==> config.mk <==
export PLATFORM = sky130hd
export DESIGN_NAME = div_ctrl_flat
export DESIGN_NICKNAME = d
export VERILOG_FILES = /design/src/rtl/div_ctrl_pkg.sv /design/src/rtl/div_ctrl_if.sv /design/src/rtl/div_sign_fix.sv /design/src/rtl/div_ctrl.sv /design/src/flat_wrapper.sv
export SDC_FILE = /design/constraint.sdc
export NUM_CORES = 1
export LEC_CHECK = 0
export ABC_CLOCK_PERIOD_IN_PS = 6100
export CORE_MARGIN = 1
export CORE_UTILIZATION = 40
export CTS_CLUSTER_DIAMETER = 80
export DETAILED_ROUTE_END_ITERATION = 10
export GPL_ROUTABILITY_DRIVEN = 0
export HOLD_SLACK_MARGIN = 0.1
export PLACE_DENSITY = 0.8
export SYNTH_ARGS = -nofsm -noshare
export SYNTH_HDL_FRONTEND = slang
export SYNTH_HIERARCHICAL = 1
export SYNTH_SLANG_ARGS = --single-unit
==> constraint.sdc <==
create_clock -name clk -period 6.1 [get_ports clk]
set_clock_uncertainty 0.15 [all_clocks]
set_input_delay 0.61 -clock clk [delete_from_list [all_inputs] [get_ports clk]]
set_output_delay 0.61 -clock clk [all_outputs]
set_load 0.05 [all_outputs]
==> src/rtl/div_ctrl_pkg.sv <==
// div_ctrl_pkg: shared types and op-classification helpers for the divide controller.
package div_ctrl_pkg;

  localparam int unsigned DIV_XLEN   = 64;
  localparam int unsigned DIV_W_BITS = 32;

  typedef enum logic [2:0] {
    OP_DIV, OP_DIVU, OP_DIVW, OP_DIVUW,
    OP_REM, OP_REMU, OP_REMW, OP_REMUW
  } decoded_op_t;

  typedef enum logic [1:0] {DC_IDLE, DC_BUSY, DC_HOLD} divctl_state_t;

  typedef struct packed {
    logic [DIV_XLEN-1:0] a;
    logic [DIV_XLEN-1:0] b;
  } div_core_req_t;

  // W-suffixed ops operate on the low 32 bits
  function automatic logic op_is_w(input decoded_op_t op);
    return op inside {OP_DIVW, OP_DIVUW, OP_REMW, OP_REMUW};
  endfunction

  function automatic logic op_is_signed(input decoded_op_t op);
    return op inside {OP_DIV, OP_DIVW, OP_REM, OP_REMW};
  endfunction

  function automatic logic op_is_rem(input decoded_op_t op);
    return op inside {OP_REM, OP_REMU, OP_REMW, OP_REMUW};
  endfunction

endpackage

==> src/rtl/div_ctrl_if.sv <==
// div_ctrl_if: execute-stage request/response and divide-core handshake bundle.
interface div_ctrl_if
  import div_ctrl_pkg::*;
#(
  parameter int unsigned XLEN = DIV_XLEN
);
  logic            req_valid;
  decoded_op_t     req_op;
  logic [XLEN-1:0] req_a;
  logic [XLEN-1:0] req_b;
  logic            flush;
  logic            pipe_ready;
  logic            stall_e;
  logic            resp_valid;
  logic [XLEN-1:0] resp_data;
  logic            core_start;
  logic            core_kill;
  logic [XLEN-1:0] core_a;
  logic [XLEN-1:0] core_b;
  logic            core_done;
  logic [XLEN-1:0] core_quot;
  logic [XLEN-1:0] core_rem;

  modport slave (
    input  req_valid, req_op, req_a, req_b, flush, pipe_ready,
    input  core_done, core_quot, core_rem,
    output stall_e, resp_valid, resp_data, core_start, core_kill, core_a, core_b
  );

  modport master (
    output req_valid, req_op, req_a, req_b, flush, pipe_ready,
    output core_done, core_quot, core_rem,
    input  stall_e, resp_valid, resp_data, core_start, core_kill, core_a, core_b
  );
endinterface

==> src/rtl/div_sign_fix.sv <==
// div_sign_fix: operand extension, magnitude conversion and shortcut detection.
module div_sign_fix
  import div_ctrl_pkg::*;
#(
  parameter int unsigned XLEN = DIV_XLEN
) (
  input  decoded_op_t     op_i,
  input  logic [XLEN-1:0] a_i,
  input  logic [XLEN-1:0] b_i,
  output logic [XLEN-1:0] mag_a_o,
  output logic [XLEN-1:0] mag_b_o,
  output logic            nega_o,
  output logic            negb_o,
  output logic            div_by_zero_o,
  output logic            overflow_o
);
  logic            is_w;
  logic            is_s;
  logic [XLEN-1:0] a_ext;
  logic [XLEN-1:0] b_ext;
  logic [XLEN-1:0] min_neg;

  // Extend W operands, then fold negative signed operands to magnitudes
  always_comb begin
    is_w  = op_is_w(op_i);
    is_s  = op_is_signed(op_i);
    a_ext = a_i;
    b_ext = b_i;
    if (is_w) begin
      a_ext = {{(XLEN-DIV_W_BITS){is_s & a_i[DIV_W_BITS-1]}}, a_i[DIV_W_BITS-1:0]};
      b_ext = {{(XLEN-DIV_W_BITS){is_s & b_i[DIV_W_BITS-1]}}, b_i[DIV_W_BITS-1:0]};
    end
    nega_o  = is_s & a_ext[XLEN-1];
    negb_o  = is_s & b_ext[XLEN-1];
    mag_a_o = nega_o ? -a_ext : a_ext;
    mag_b_o = negb_o ? -b_ext : b_ext;
    min_neg = is_w ? {{(XLEN-DIV_W_BITS+1){1'b1}}, {(DIV_W_BITS-1){1'b0}}}
                   : {1'b1, {(XLEN-1){1'b0}}};
    div_by_zero_o = (b_ext == '0);
    overflow_o    = is_s && (b_ext == '1) && (a_ext == min_neg);
  end
endmodule

==> src/rtl/div_ctrl.sv <==
// div_ctrl: sequences one DIV*/REM* op through an iterative unsigned divide core.
// Optional one-entry result cache enabled by defining DIV_RESULT_CACHE_EN.
module div_ctrl
  import div_ctrl_pkg::*;
#(
  parameter int unsigned XLEN = DIV_XLEN
) (
  input logic       clk,
  input logic       reset,
  div_ctrl_if.slave bus
);
  divctl_state_t   state_q;
  decoded_op_t     op_q;
  logic            neg_quot_q;
  logic            neg_rem_q;
  logic            resp_valid_q;
  logic [XLEN-1:0] resp_data_q;
  logic            core_start_q;
  logic            core_kill_q;
  div_core_req_t   core_req_q;

  logic [XLEN-1:0] mag_a, mag_b;
  logic            nega, negb, div_by_zero, overflow;
  logic [XLEN-1:0] shortcut_d;
  logic [XLEN-1:0] core_res_d;
  logic            cache_hit;
  logic [XLEN-1:0] hit_data_d;
  logic            accept;

  function automatic logic [XLEN-1:0] sext_w(input logic [XLEN-1:0] x);
    return {{(XLEN-DIV_W_BITS){x[DIV_W_BITS-1]}}, x[DIV_W_BITS-1:0]};
  endfunction

  div_sign_fix #(.XLEN(XLEN)) u_sign_fix (
    .op_i          (bus.req_op),
    .a_i           (bus.req_a),
    .b_i           (bus.req_b),
    .mag_a_o       (mag_a),
    .mag_b_o       (mag_b),
    .nega_o        (nega),
    .negb_o        (negb),
    .div_by_zero_o (div_by_zero),
    .overflow_o    (overflow)
  );

  assign accept = bus.req_valid && !bus.flush;

  // Architectural results for divide-by-zero and signed overflow, no core needed
  always_comb begin
    logic [XLEN-1:0] a_w;
    a_w = op_is_w(bus.req_op) ? sext_w(bus.req_a) : bus.req_a;
    if (div_by_zero) shortcut_d = op_is_rem(bus.req_op) ? a_w : '1;
    else             shortcut_d = op_is_rem(bus.req_op) ? '0 : a_w;
  end

  // Sign-fix, select and width-fix the core outputs
  always_comb begin
    logic [XLEN-1:0] q, r;
    q          = neg_quot_q ? -bus.core_quot : bus.core_quot;
    r          = neg_rem_q ? -bus.core_rem : bus.core_rem;
    core_res_d = op_is_rem(op_q) ? r : q;
    if (op_is_w(op_q)) core_res_d = sext_w(core_res_d);
  end

`ifdef DIV_RESULT_CACHE_EN
  logic            cache_valid_q;
  decoded_op_t     cache_op_q;
  logic [XLEN-1:0] cache_a_q, cache_b_q, cache_res_q;
  logic [XLEN-1:0] req_a_q, req_b_q;

  assign cache_hit  = cache_valid_q && (cache_op_q == bus.req_op) &&
                      (cache_a_q == bus.req_a) && (cache_b_q == bus.req_b);
  assign hit_data_d = cache_res_q;

  // Capture raw operands at issue and fill the cache on each kept core completion
  always_ff @(posedge clk) begin
    if (reset) begin
      cache_valid_q <= 1'b0;
      cache_op_q    <= OP_DIV;
      cache_a_q     <= '0;
      cache_b_q     <= '0;
      cache_res_q   <= '0;
      req_a_q       <= '0;
      req_b_q       <= '0;
    end else begin
      if (state_q == DC_IDLE && accept) begin
        req_a_q <= bus.req_a;
        req_b_q <= bus.req_b;
      end
      if (state_q == DC_BUSY && bus.core_done && !bus.flush) begin
        cache_valid_q <= 1'b1;
        cache_op_q    <= op_q;
        cache_a_q     <= req_a_q;
        cache_b_q     <= req_b_q;
        cache_res_q   <= core_res_d;
      end
    end
  end
`else
  assign cache_hit  = 1'b0;
  assign hit_data_d = '0;
`endif

  // Controller FSM with registered outputs
  always_ff @(posedge clk) begin
    if (reset) begin
      state_q      <= DC_IDLE;
      op_q         <= OP_DIV;
      neg_quot_q   <= 1'b0;
      neg_rem_q    <= 1'b0;
      resp_valid_q <= 1'b0;
      resp_data_q  <= '0;
      core_start_q <= 1'b0;
      core_kill_q  <= 1'b0;
      core_req_q   <= '0;
    end else begin
      core_start_q <= 1'b0;
      core_kill_q  <= 1'b0;
      case (state_q)
        DC_IDLE: begin
          if (accept) begin
            op_q       <= bus.req_op;
            neg_quot_q <= nega ^ negb;
            neg_rem_q  <= nega;
            if (div_by_zero || overflow) begin
              resp_valid_q <= 1'b1;
              resp_data_q  <= shortcut_d;
              state_q      <= DC_HOLD;
            end else if (cache_hit) begin
              resp_valid_q <= 1'b1;
              resp_data_q  <= hit_data_d;
              state_q      <= DC_HOLD;
            end else begin
              core_req_q.a <= mag_a;
              core_req_q.b <= mag_b;
              core_start_q <= 1'b1;
              state_q      <= DC_BUSY;
            end
          end
        end
        DC_BUSY: begin
          if (bus.flush) begin
            core_kill_q <= 1'b1;
            state_q     <= DC_IDLE;
          end else if (bus.core_done) begin
            resp_valid_q <= 1'b1;
            resp_data_q  <= core_res_d;
            state_q      <= DC_HOLD;
          end
        end
        DC_HOLD: begin
          if (bus.flush || bus.pipe_ready) begin
            resp_valid_q <= 1'b0;
            state_q      <= DC_IDLE;
          end
        end
        default: state_q <= DC_IDLE;
      endcase
    end
  end

  assign bus.stall_e    = bus.req_valid && !(resp_valid_q && bus.pipe_ready) && !bus.flush;
  assign bus.resp_valid = resp_valid_q;
  assign bus.resp_data  = resp_data_q;
  assign bus.core_start = core_start_q;
  assign bus.core_kill  = core_kill_q;
  assign bus.core_a     = core_req_q.a;
  assign bus.core_b     = core_req_q.b;

  // The request must stay up while an op is in flight unless it is flushed
  req_held_a : assert property (@(posedge clk) disable iff (reset)
    (state_q != DC_IDLE) |-> (bus.req_valid || bus.flush));

endmodule

==> src/flat_wrapper.sv <==
// flat-port wrapper written by rule: the top's interface ports become plain ports
module div_ctrl_flat import div_ctrl_pkg::*;
#(
  parameter int unsigned XLEN = DIV_XLEN
)
  (clk, reset, bus_req_valid, bus_req_op, bus_req_a, bus_req_b, bus_flush, bus_pipe_ready, bus_core_done, bus_core_quot, bus_core_rem, bus_stall_e, bus_resp_valid, bus_resp_data, bus_core_start, bus_core_kill, bus_core_a, bus_core_b);
  div_ctrl_if #(.XLEN(XLEN)) bus_i ();
  input logic clk;
  input logic reset;
  input wire logic [$bits(bus_i.req_valid)-1:0] bus_req_valid;
  input wire logic [$bits(bus_i.req_op)-1:0] bus_req_op;
  input wire logic [$bits(bus_i.req_a)-1:0] bus_req_a;
  input wire logic [$bits(bus_i.req_b)-1:0] bus_req_b;
  input wire logic [$bits(bus_i.flush)-1:0] bus_flush;
  input wire logic [$bits(bus_i.pipe_ready)-1:0] bus_pipe_ready;
  input wire logic [$bits(bus_i.core_done)-1:0] bus_core_done;
  input wire logic [$bits(bus_i.core_quot)-1:0] bus_core_quot;
  input wire logic [$bits(bus_i.core_rem)-1:0] bus_core_rem;
  output wire logic [$bits(bus_i.stall_e)-1:0] bus_stall_e;
  output wire logic [$bits(bus_i.resp_valid)-1:0] bus_resp_valid;
  output wire logic [$bits(bus_i.resp_data)-1:0] bus_resp_data;
  output wire logic [$bits(bus_i.core_start)-1:0] bus_core_start;
  output wire logic [$bits(bus_i.core_kill)-1:0] bus_core_kill;
  output wire logic [$bits(bus_i.core_a)-1:0] bus_core_a;
  output wire logic [$bits(bus_i.core_b)-1:0] bus_core_b;
  assign bus_i.req_valid = bus_req_valid;
  assign bus_i.req_op = bus_req_op;
  assign bus_i.req_a = bus_req_a;
  assign bus_i.req_b = bus_req_b;
  assign bus_i.flush = bus_flush;
  assign bus_i.pipe_ready = bus_pipe_ready;
  assign bus_i.core_done = bus_core_done;
  assign bus_i.core_quot = bus_core_quot;
  assign bus_i.core_rem = bus_core_rem;
  assign bus_stall_e = bus_i.stall_e;
  assign bus_resp_valid = bus_i.resp_valid;
  assign bus_resp_data = bus_i.resp_data;
  assign bus_core_start = bus_i.core_start;
  assign bus_core_kill = bus_i.core_kill;
  assign bus_core_a = bus_i.core_a;
  assign bus_core_b = bus_i.core_b;
  div_ctrl #(.XLEN(XLEN)) u_core (.clk(clk), .reset(reset), .bus(bus_i));
endmodule
==> impl_results.rst, run 1 <==
.. list-table::
   :header-rows: 1

   * - Metric
     - Value
   * - Result of the run
     - complete, no violations
   * - Starting density of the core
     - 0.408
   * - Highest-count cells in the layout ignoring fill and taps
     - 458 x sky130_fd_sc_hd__clkdlybuf4s50_1, 378 x sky130_fd_sc_hd__nand2_1, 270 x sky130_fd_sc_hd__a21oi_1
   * - Number of top-level design ports
     - approximately 460
   * - Total setup buffers inserted after CTS
     - 0
   * - Clock Sinks
     - 201
   * - Post-detailed-route via-to-cell ratio
     - between 6 and 7
   * - Synthesized area per cell
     - between 6 and 7 µm²
   * - Setup repair after global routing missed its margin
     - no
   * - Overall die area
     - between 40000 and 50000 µm²
   * - Worst-case headroom to the max-slew limit
     - 0.0536
   * - Antenna violations before repair
     - 7
   * - Drt total wl
     - between 70000 and 80000 µm
   * - Max-slew violation count
     - 0
   * - Register cell area after layout
     - roughly 4000 µm²
   * - Routed WL per cell
     - 22.5 µm
   * - Met1 Use GR
     - 0.411
   * - Number of standard-cell rows in the floorplan
     - 72
   * - Number of distinct standard cells referenced by the synthesized netlist
     - 83
   * - Antenna-violating nets left
     - 0
   * - Nature of the critical path startpoint
     - primary input
   * - Leakage power
     - ~6.8 nW
   * - H-tree depth
     - 1
   * - Register area share after synthesis
     - 0.253
   * - Vias after detailed routing
     - approximately 20000
   * - Total of cells resized after clock tree synthesis
     - 0
   * - Cell Area, Synth
     - between 15000 and 20000 µm²
   * - CTS clk-pin slew, worst paths
     - about 0.07 ns
   * - Via count of the first global-routing pass
     - 18600
   * - Worst setup path category
     - primary input to flip-flop
   * - Most Crowded Layer GR
     - met2
   * - Maximum count of clock buffers along a single path
     - 3
   * - Peak supply drop
     - 183 µV
   * - Area growth from synthesis to final layout
     - 35.3%
   * - Synthesized Nets
     - 2551
   * - Maximum clock rate
     - 204 MHz
   * - Pin count of the biggest net entering global routing
     - between 100 and 150
   * - Placed wire-length estimate
     - roughly 54000 µm
   * - Number of DRC markers in iteration 0
     - approximately 2900
   * - Wire length of the first global-routing pass
     - around 110000 µm
   * - Filler cell count
     - about 3600
   * - Number of synthesized flops with an enable pin
     - 0
   * - Number of CTS-inserted buffers
     - 23
   * - Overall die width
     - a little over 200 µm
   * - Footprint of the multi-input gates
     - approximately 11000 µm²
   * - Total grt overflow
     - 0
   * - Met2 Track Usage GR
     - 0.541
   * - Post-detailed-route DRC marker count
     - 0
   * - Final core area utilization
     - 0.553
   * - Worst-skew pair later-pin latency
     - 0.53 ns
   * - Maximum fanout encountered on the critical timing path
     - about 110
   * - Crit path time final
     - 4.90 ns
   * - Most common cell after layout, fill and taps aside
     - sky130_fd_sc_hd__clkdlybuf4s50_1
   * - Placeable Area
     - 39000 µm²
   * - FFs w/ async S/R, synth
     - 0
   * - Routing usage on met3
     - 0.0667
   * - Gr usage total
     - 0.330
   * - Post-synthesis cell count
     - between 2000 and 2500
   * - Ys Warns
     - 6
   * - Drt first pass iters
     - 9
   * - CTS tree
     - done
   * - Worst setup EP type
     - flip-flop
   * - Final-stage net count
     - approximately 2900
   * - Share of layout cells above drive strength 1
     - 0.0538
   * - IO buf count
     - between 400 and 500
   * - Number of violations of the max-capacitance limit
     - 0
   * - Crit path required time
     - between 6 and 7 ns
   * - Power density over the cells
     - around 290 nW/µm²
   * - Y dimension of the die
     - 202 µm
   * - Final period util
     - 0.803
   * - Actual transition at the worst max-transition pin
     - 1.41 ns
   * - Hold Vio Cnt, Final
     - 0
   * - Worst Hold Class
     - flip-flop to flip-flop
   * - Number of hold buffers added after CTS
     - 0
   * - Root buffer selected by CTS
     - sky130_fd_sc_hd__clkbuf_16
   * - Setup Viol. Count Final
     - 0
   * - Most frequently used flop master after synthesis
     - sky130_fd_sc_hd__dfxtp_1
   * - Critical path arrival
     - 5.12 ns
   * - Flops & latches, synth
     - 201
   * - Sum of negative setup slack
     - 0 ns
==> flip-flops by register name (all words and copies together), names as in the netlist <==
register	count
u_core/state_q	2
u_core/bus.core_a	64
u_core/bus.core_start	1
u_core/bus.resp_data	64
u_core/op_q	2
u_core/neg_quot_q	1
u_core/neg_rem_q	1
u_core/bus.core_kill	1
u_core/bus.resp_valid	1
u_core/bus.core_b	64
==> layer usage <==
layer / wire length, µm / vias up / share of wire
li1: - / 8953 / -
met1: 26900 / 9172 / 0.38
met2: 32500 / 1589 / 0.46
met3: 7950 / 319 / 0.11
met4: 3740 / 2 / 0.053
met5: 13 / - / 0.00018
==> cells in the mapped netlist (39+ instances only) <==
cell | n | area [µm²]
sky130_fd_sc_hd__or3_1 | 43 | 269
sky130_fd_sc_hd__a21oi_1 | 270 | 1350
sky130_fd_sc_hd__xor2_1 | 80 | 701
sky130_fd_sc_hd__nor2_1 | 210 | 788
sky130_fd_sc_hd__nor4_1 | 46 | 288
sky130_fd_sc_hd__o31ai_1 | 47 | 353
sky130_fd_sc_hd__nor3_1 | 77 | 385
sky130_fd_sc_hd__nand2_1 | 378 | 1420
sky130_fd_sc_hd__xnor2_1 | 132 | 1160
sky130_fd_sc_hd__o21ai_0 | 129 | 646
sky130_fd_sc_hd__clkbuf_1 | 138 | 518
sky130_fd_sc_hd__o41ai_1 | 39 | 342
sky130_fd_sc_hd__dfxtp_1 | 201 | 4020
==> kinds of logic (layout without fill, tap and decap cells) <==
kind of cell / Yosys count / count (layout) / share of synthesized area
AND/OR/NAND/NOR: 952 / 952 / 0.287
AO/OA/AOI/OAI: 692 / 692 / 0.279
XOR/XNOR: 212 / 212 / 0.117
flip-flops: 201 / 201 / 0.253
buffers and inverters: 199 / 558 / 0.0494
multiplexers: 14 / 14 / 0.00942
adder cells (fa/ha/maj): 8 / 8 / 0.00628
other: 0 / 6 / 0
==> worst paths after layout <==
kind,depth (start not counted),slack (ns),start,endpoint
worst max-delay path,14,1.20,bus_req_b[22],u_core/bus.resp_data[61]
worst min-delay path,2,0.30,u_core/bus.core_b[6],u_core/bus.core_b[6]
worst max register to register,6,2.82,u_core/state_q[1],u_core/bus.resp_data[36]
worst min register to register,2,0.30,u_core/bus.core_b[6],u_core/bus.core_b[6]
==> critical path: stages <==
cell	delay, ns
sky130_fd_sc_hd__clkdlybuf4s50_1	0.53
sky130_fd_sc_hd__or4_1	0.72
sky130_fd_sc_hd__nor4_4	0.37
sky130_fd_sc_hd__nand3_2	0.20
sky130_fd_sc_hd__or4b_4	0.62
sky130_fd_sc_hd__nor2_1	0.14
sky130_fd_sc_hd__buf_4	0.21
sky130_fd_sc_hd__o21ai_0	0.14
sky130_fd_sc_hd__a2111oi_2	0.52
sky130_fd_sc_hd__buf_12	0.42
sky130_fd_sc_hd__o21ai_0	0.20
sky130_fd_sc_hd__nand2b_1	0.21
sky130_fd_sc_hd__a21oi_1	0.13
sky130_fd_sc_hd__nor3_1	0.06
==> area by class of cell <==
| type | instances | area share |
|---|---|---|
| multi-input combinational | 1878 | 0.517 |
| timing repair buffer | 490 | 0.225 |
| sequential | 201 | 0.187 |
| tap | 518 | 0.0301 |
| clock buffer | 26 | 0.0277 |
| clock inverter | 16 | 0.00830 |
| inverter | 26 | 0.00453 |
| antenna | 6 | 0.000696 |
==> power by group <==
group	switching (mW)	total, mW	internal [mW]
Combinational	2.04	3.08	1.04
Clock	0.611	1.45	0.840
Sequential	0.182	1.74	1.55
Total	2.83	6.27	3.43
==> through the flow <==
stage               area, µm²  setup WS [ns]  total power, mW  instances  hold WS (ns)
floorplan               15900           1.52             3.63       2278         0.317
global placement        20800          0.799             4.73       3113         0.291
detailed placement      20800          0.714             4.77       3113         0.296
CTS                     21500           1.25             6.24       3155         0.305
global route            21600          0.928             6.52       3160         0.321
finish                  21600           1.20             6.27       3161         0.302
(Power assumes the default switching activity.)
==> run 2: changes to the inputs <==
ABC_CLOCK_PERIOD_IN_PS = 4100   (was 6100)
PLACE_DENSITY = 0.83   (was 0.8)
clock period = 4.1 ns   (was 6.1 ns; I/O delays follow)
==> run 2 against run 1 <==
  * The run now ends with design-rule violations left
  * Worst setup slack worse by 1.0 ns
  * Core utilization increased by 4.6 points
  * Non-clock buffer count rose by 221
  * Via count rose by 5.6%
  * Cell area rose by 8.2%
  * Combinational power rose by 58%
  * Count of clock-buffer cells in the layout increased by 7
  * Wire length grew 4.2%
  * Critical endpoint is now u_core/bus.resp_data[15]
  * Largest cell class unchanged
  * Largest power group unchanged
==> impl_results.rst, run 2 (synthesis gave the netlist of run 1 again) <==
.. list-table::
   :header-rows: 1

   * - Metric
     - Value
   * - Actual transition at the worst max-transition pin
     - 0.992 ns (was 1.41 ns)
   * - Max-slew violation count
     - 0 (unchanged)
   * - Cell chain of the critical path
     - clkdlybuf4s50_1 -> or4_1 -> nor4_4 -> nand3_2 -> or4b_4 -> nor2_1 -> buf_4 -> o21ai_1 -> a2111oi_4 -> buf_12 -> buf_12 -> nor2_1 -> a311oi_1 (was clkdlybuf4s50_1 -> or4_1 -> nor4_4 -> nand3_2 -> or4b_4 -> nor2_1 -> buf_4 -> o21ai_0 -> a2111oi_2 -> buf_12 -> o21ai_0 -> nand2b_1 -> a21oi_1 -> nor3_1)
   * - Timing startpoint of the critical path
     - bus_req_b[21] (was bus_req_b[22])
   * - IO buf count
     - 460 (unchanged)
   * - Drt total wl
     - 74100 µm (was 71100 µm)
   * - Total grt overflow
     - 0 (unchanged)
   * - Number of CTS-inserted buffers
     - 23 (unchanged)
   * - Terminus of the critical flop-to-flop path
     - u_core/bus.resp_data[57] (was u_core/bus.resp_data[36])
   * - Cell class contributing the biggest share of worst-path delay
     - simple AND/OR/NAND/NOR gates (unchanged)
   * - Vias after detailed routing
     - 21200 (was 20000)
   * - Result of the run
     - finished, violations left (was complete, no violations)
   * - Placed wire-length estimate
     - 57400 µm (was 54100 µm)
   * - CTS tree
     - done (unchanged)
   * - Net switching power figure
     - 4.23 mW (was 2.83 mW)
   * - Antenna violations before repair
     - 6 (was 7)
   * - Y dimension of the die
     - 202 µm (unchanged)
   * - Maximum clock rate
     - approximately 260 MHz
   * - Final-stage net count
     - 3114 (was 2893)
   * - Worst-skew pair later-pin latency
     - 0.51 ns (was 0.53 ns)
   * - Peak supply drop
     - 235 µV (was 183 µV)
   * - Internal cell power
     - 5.34 mW (was 3.43 mW)
   * - CTS clk-pin slew, worst paths
     - 0.06 ns (was 0.07 ns)
   * - Sum of buffers and inverters on the critical path
     - 4 (was 3)
   * - Number of violations of the max-capacitance limit
     - 0 (unchanged)
   * - Cell count of the worst reg-to-reg path
     - 9 (was 6)
   * - Crit path required time
     - 4.35 ns (was 6.32 ns)
   * - Maximum fanout encountered on the critical timing path
     - 48 (was 105)
   * - Placeable Area
     - 39000 µm² (unchanged)
   * - Post-detailed-route DRC marker count
     - 1 (was 0)
   * - Count of cell instances traversed by the critical path
     - 13 (was 14)
   * - Antenna-violating nets left
     - 0 (unchanged)
   * - Worst Hold Class
     - primary input to flip-flop (was flip-flop to flip-flop)
   * - Routed WL per cell
     - 21.9 µm (was 22.5 µm)
   * - Switching Share
     - 0.442 (was 0.452)
   * - Number of standard-cell rows in the floorplan
     - 72 (unchanged)
   * - Critical path arrival
     - 4.16 ns (was 5.12 ns)
   * - Combinational share of power
     - 0.509 (was 0.491)
   * - Worst-case headroom to the max-slew limit
     - 0.339 (was 0.0536)
   * - Worst setup path category
     - primary input to flip-flop (unchanged)
   * - Nature of the critical path startpoint
     - primary input (unchanged)
   * - Footprint of the multi-input gates
     - 11200 µm² (was 11100 µm²)
   * - Starting density of the core
     - 0.408 (unchanged)
   * - Root buffer selected by CTS
     - sky130_fd_sc_hd__clkbuf_16 (unchanged)
   * - Register cell area after layout
     - 4030 µm² (unchanged)
   * - Drt first pass iters
     - 11 (was 9)
   * - Overall die width
     - 202 µm (unchanged)
   * - Crit path max-delay cell type
     - sky130_fd_sc_hd__or4_1 (unchanged)
   * - Hold Vio Cnt, Final
     - 0 (unchanged)
   * - Number of DRC markers in iteration 0
     - 2816 (was 2855)
   * - Number of hold buffers added after CTS
     - 0 (unchanged)
   * - Setup Viol. Count Final
     - 0 (unchanged)
   * - Violations in the final reports
     - design-rule violations
   * - Worst setup slack for register-to-register paths
     - 1.45 ns (was 2.82 ns)
   * - Gr usage total
     - 0.347 (was 0.330)
   * - Most common cell after layout, fill and taps aside
     - sky130_fd_sc_hd__clkdlybuf4s50_1 (unchanged)
   * - Final core area utilization
     - 0.598 (was 0.553)
   * - Share of layout cells above drive strength 1
     - 0.126 (was 0.0538)
   * - Crit path capture
     - u_core/bus.resp_data[15] (was u_core/bus.resp_data[61])
   * - Setup repair after global routing missed its margin
     - no (unchanged)
   * - H-tree depth
     - 1 (unchanged)
   * - Beginning of the worst register-to-register path
     - u_core/state_q[1] (unchanged)
   * - Final period util
     - 0.953
   * - Overall power of the completed layout
     - 9.57 mW (was 6.27 mW)
   * - Worst setup EP type
     - flip-flop (unchanged)
   * - Crit path time final
     - around 4 ns
   * - Overall die area
     - 40600 µm² (unchanged)
   * - Power density over the cells
     - 410 nW/µm² (was 291 nW/µm²)
   * - Number of top-level design ports
     - 461 (unchanged)
   * - Area growth from synthesis to final layout
     - 46.5% (was 35.3%)
   * - Post-detailed-route via-to-cell ratio
     - 6.26 (was 6.34)
   * - Wire length of the first global-routing pass
     - 113000 µm (was 107000 µm)
   * - Leakage power
     - 7.87 nW (was 6.78 nW)
   * - Stage delay of the slowest cell on the critical path
     - 0.57 ns (was 0.72 ns)
   * - Maximum count of clock buffers along a single path
     - 3 (unchanged)
   * - Flop pwr share
     - 0.272 (was 0.277)
   * - Clock Sinks
     - 201 (unchanged)
   * - Clock share of power
     - 0.220 (was 0.232)
   * - Highest-count cells in the layout ignoring fill and taps
     - 458 x sky130_fd_sc_hd__clkdlybuf4s50_1, 378 x sky130_fd_sc_hd__nand2_1, 270 x sky130_fd_sc_hd__a21oi_1 (unchanged)
   * - Filler cell count
     - 3474 (was 3633)
   * - Via count of the first global-routing pass
     - 20300 (was 18600)
   * - Pin count of the biggest net entering global routing
     - 125 (was 131)
[run 2: cell types whose count changed in the layout (fill, tap and decap cells not counted), sizes merged]
cell,change
bufinv,-1
buf,+221
clkinv,-6
clkinvlp,+2
inv,-3
clkbuf,+7
[run 2: what timing repair did]
item                                    4_1_cts  5_1_grt
resized for setup                             0        2
hold endpoints to repair                      0        0
endpoints found under the setup margin        0       41
buffers inserted                              0        0
[run 2: layout make-up]
cell class | instances | share of cell area
clock inverter | 8 | 0.00429
clock buffer | 33 | 0.0284
tap | 518 | 0.0278
multi-input combinational | 1878 | 0.478
antenna | 6 | 0.000643
timing repair buffer | 711 | 0.284
inverter | 26 | 0.00418
sequential | 201 | 0.173
[run 2: how the worst min path moves through the flow]
stage                                     start               endpoint  slack [ns]  depth (start not counted)
after detailed placement  u_core/bus.core_b[18]  u_core/bus.core_b[18]        0.30                          2
after global placement     u_core/bus.core_b[0]   u_core/bus.core_b[0]        0.29                          2
after floorplan               u_core/state_q[0]      u_core/state_q[0]        0.32                          2
after global routing              bus_req_op[1]  u_core/bus.core_b[45]        0.26                          4
after CTS                         bus_req_op[1]  u_core/bus.core_b[45]        0.19                          4
final                             bus_req_op[1]  u_core/bus.core_b[45]        0.23                          4
[run 2: per-layer routing]
layer | vias to the layer above | GRT usage | part of all wire
met3 | 399 | 0.0747 | 0.12
met1 | 9613 | 0.413 | 0.36
met2 | 1737 | 0.577 | 0.46
met5 | - | 0 | 0
li1 | 9404 | - | -
met4 | 0 | 0.195 | 0.065
[run 2: power by group through the flow]
| stage | Combinational (mW) | Clock [mW] | Sequential, mW |
|---|---|---|---|
| 2_1_floorplan | 1.71 | 0 | 3.69 |
| 3_3_place_gp | 4.67 | 0 | 2.61 |
| 3_5_place_dp | 4.77 | 0 | 2.62 |
| 4_1_cts | 4.79 | 2.14 | 2.59 |
| 5_1_grt | 5.13 | 2.22 | 2.62 |
| 6_report | 4.86 | 2.10 | 2.60 |
[run 2: worst register-to-register path, delay by kind of cell (launching register included)]
kind	cells	cell delay (ns)
AOI/OAI and AO/OA	3	0.82
buffers and inverters	2	0.52
adders and majority gates	1	0.17
and+or+nand+nor	3	0.52
DFF	1	0.33
[run 2: metrics by stage]
stage	worst slack [ns]	hold WS, ns	std cells	setup TNS, ns	cell area [µm²]
3_5_place_dp	-0.400	0.296	3334	-17.29	22600
6_report	0.195	0.225	3381	0	23300
5_1_grt	0.0152	0.257	3380	0	23300
3_3_place_gp	-0.353	0.292	3334	-14.43	22600
2_1_floorplan	0.0400	0.317	2278	0	15900
4_1_cts	0.127	0.185	3375	0	23300
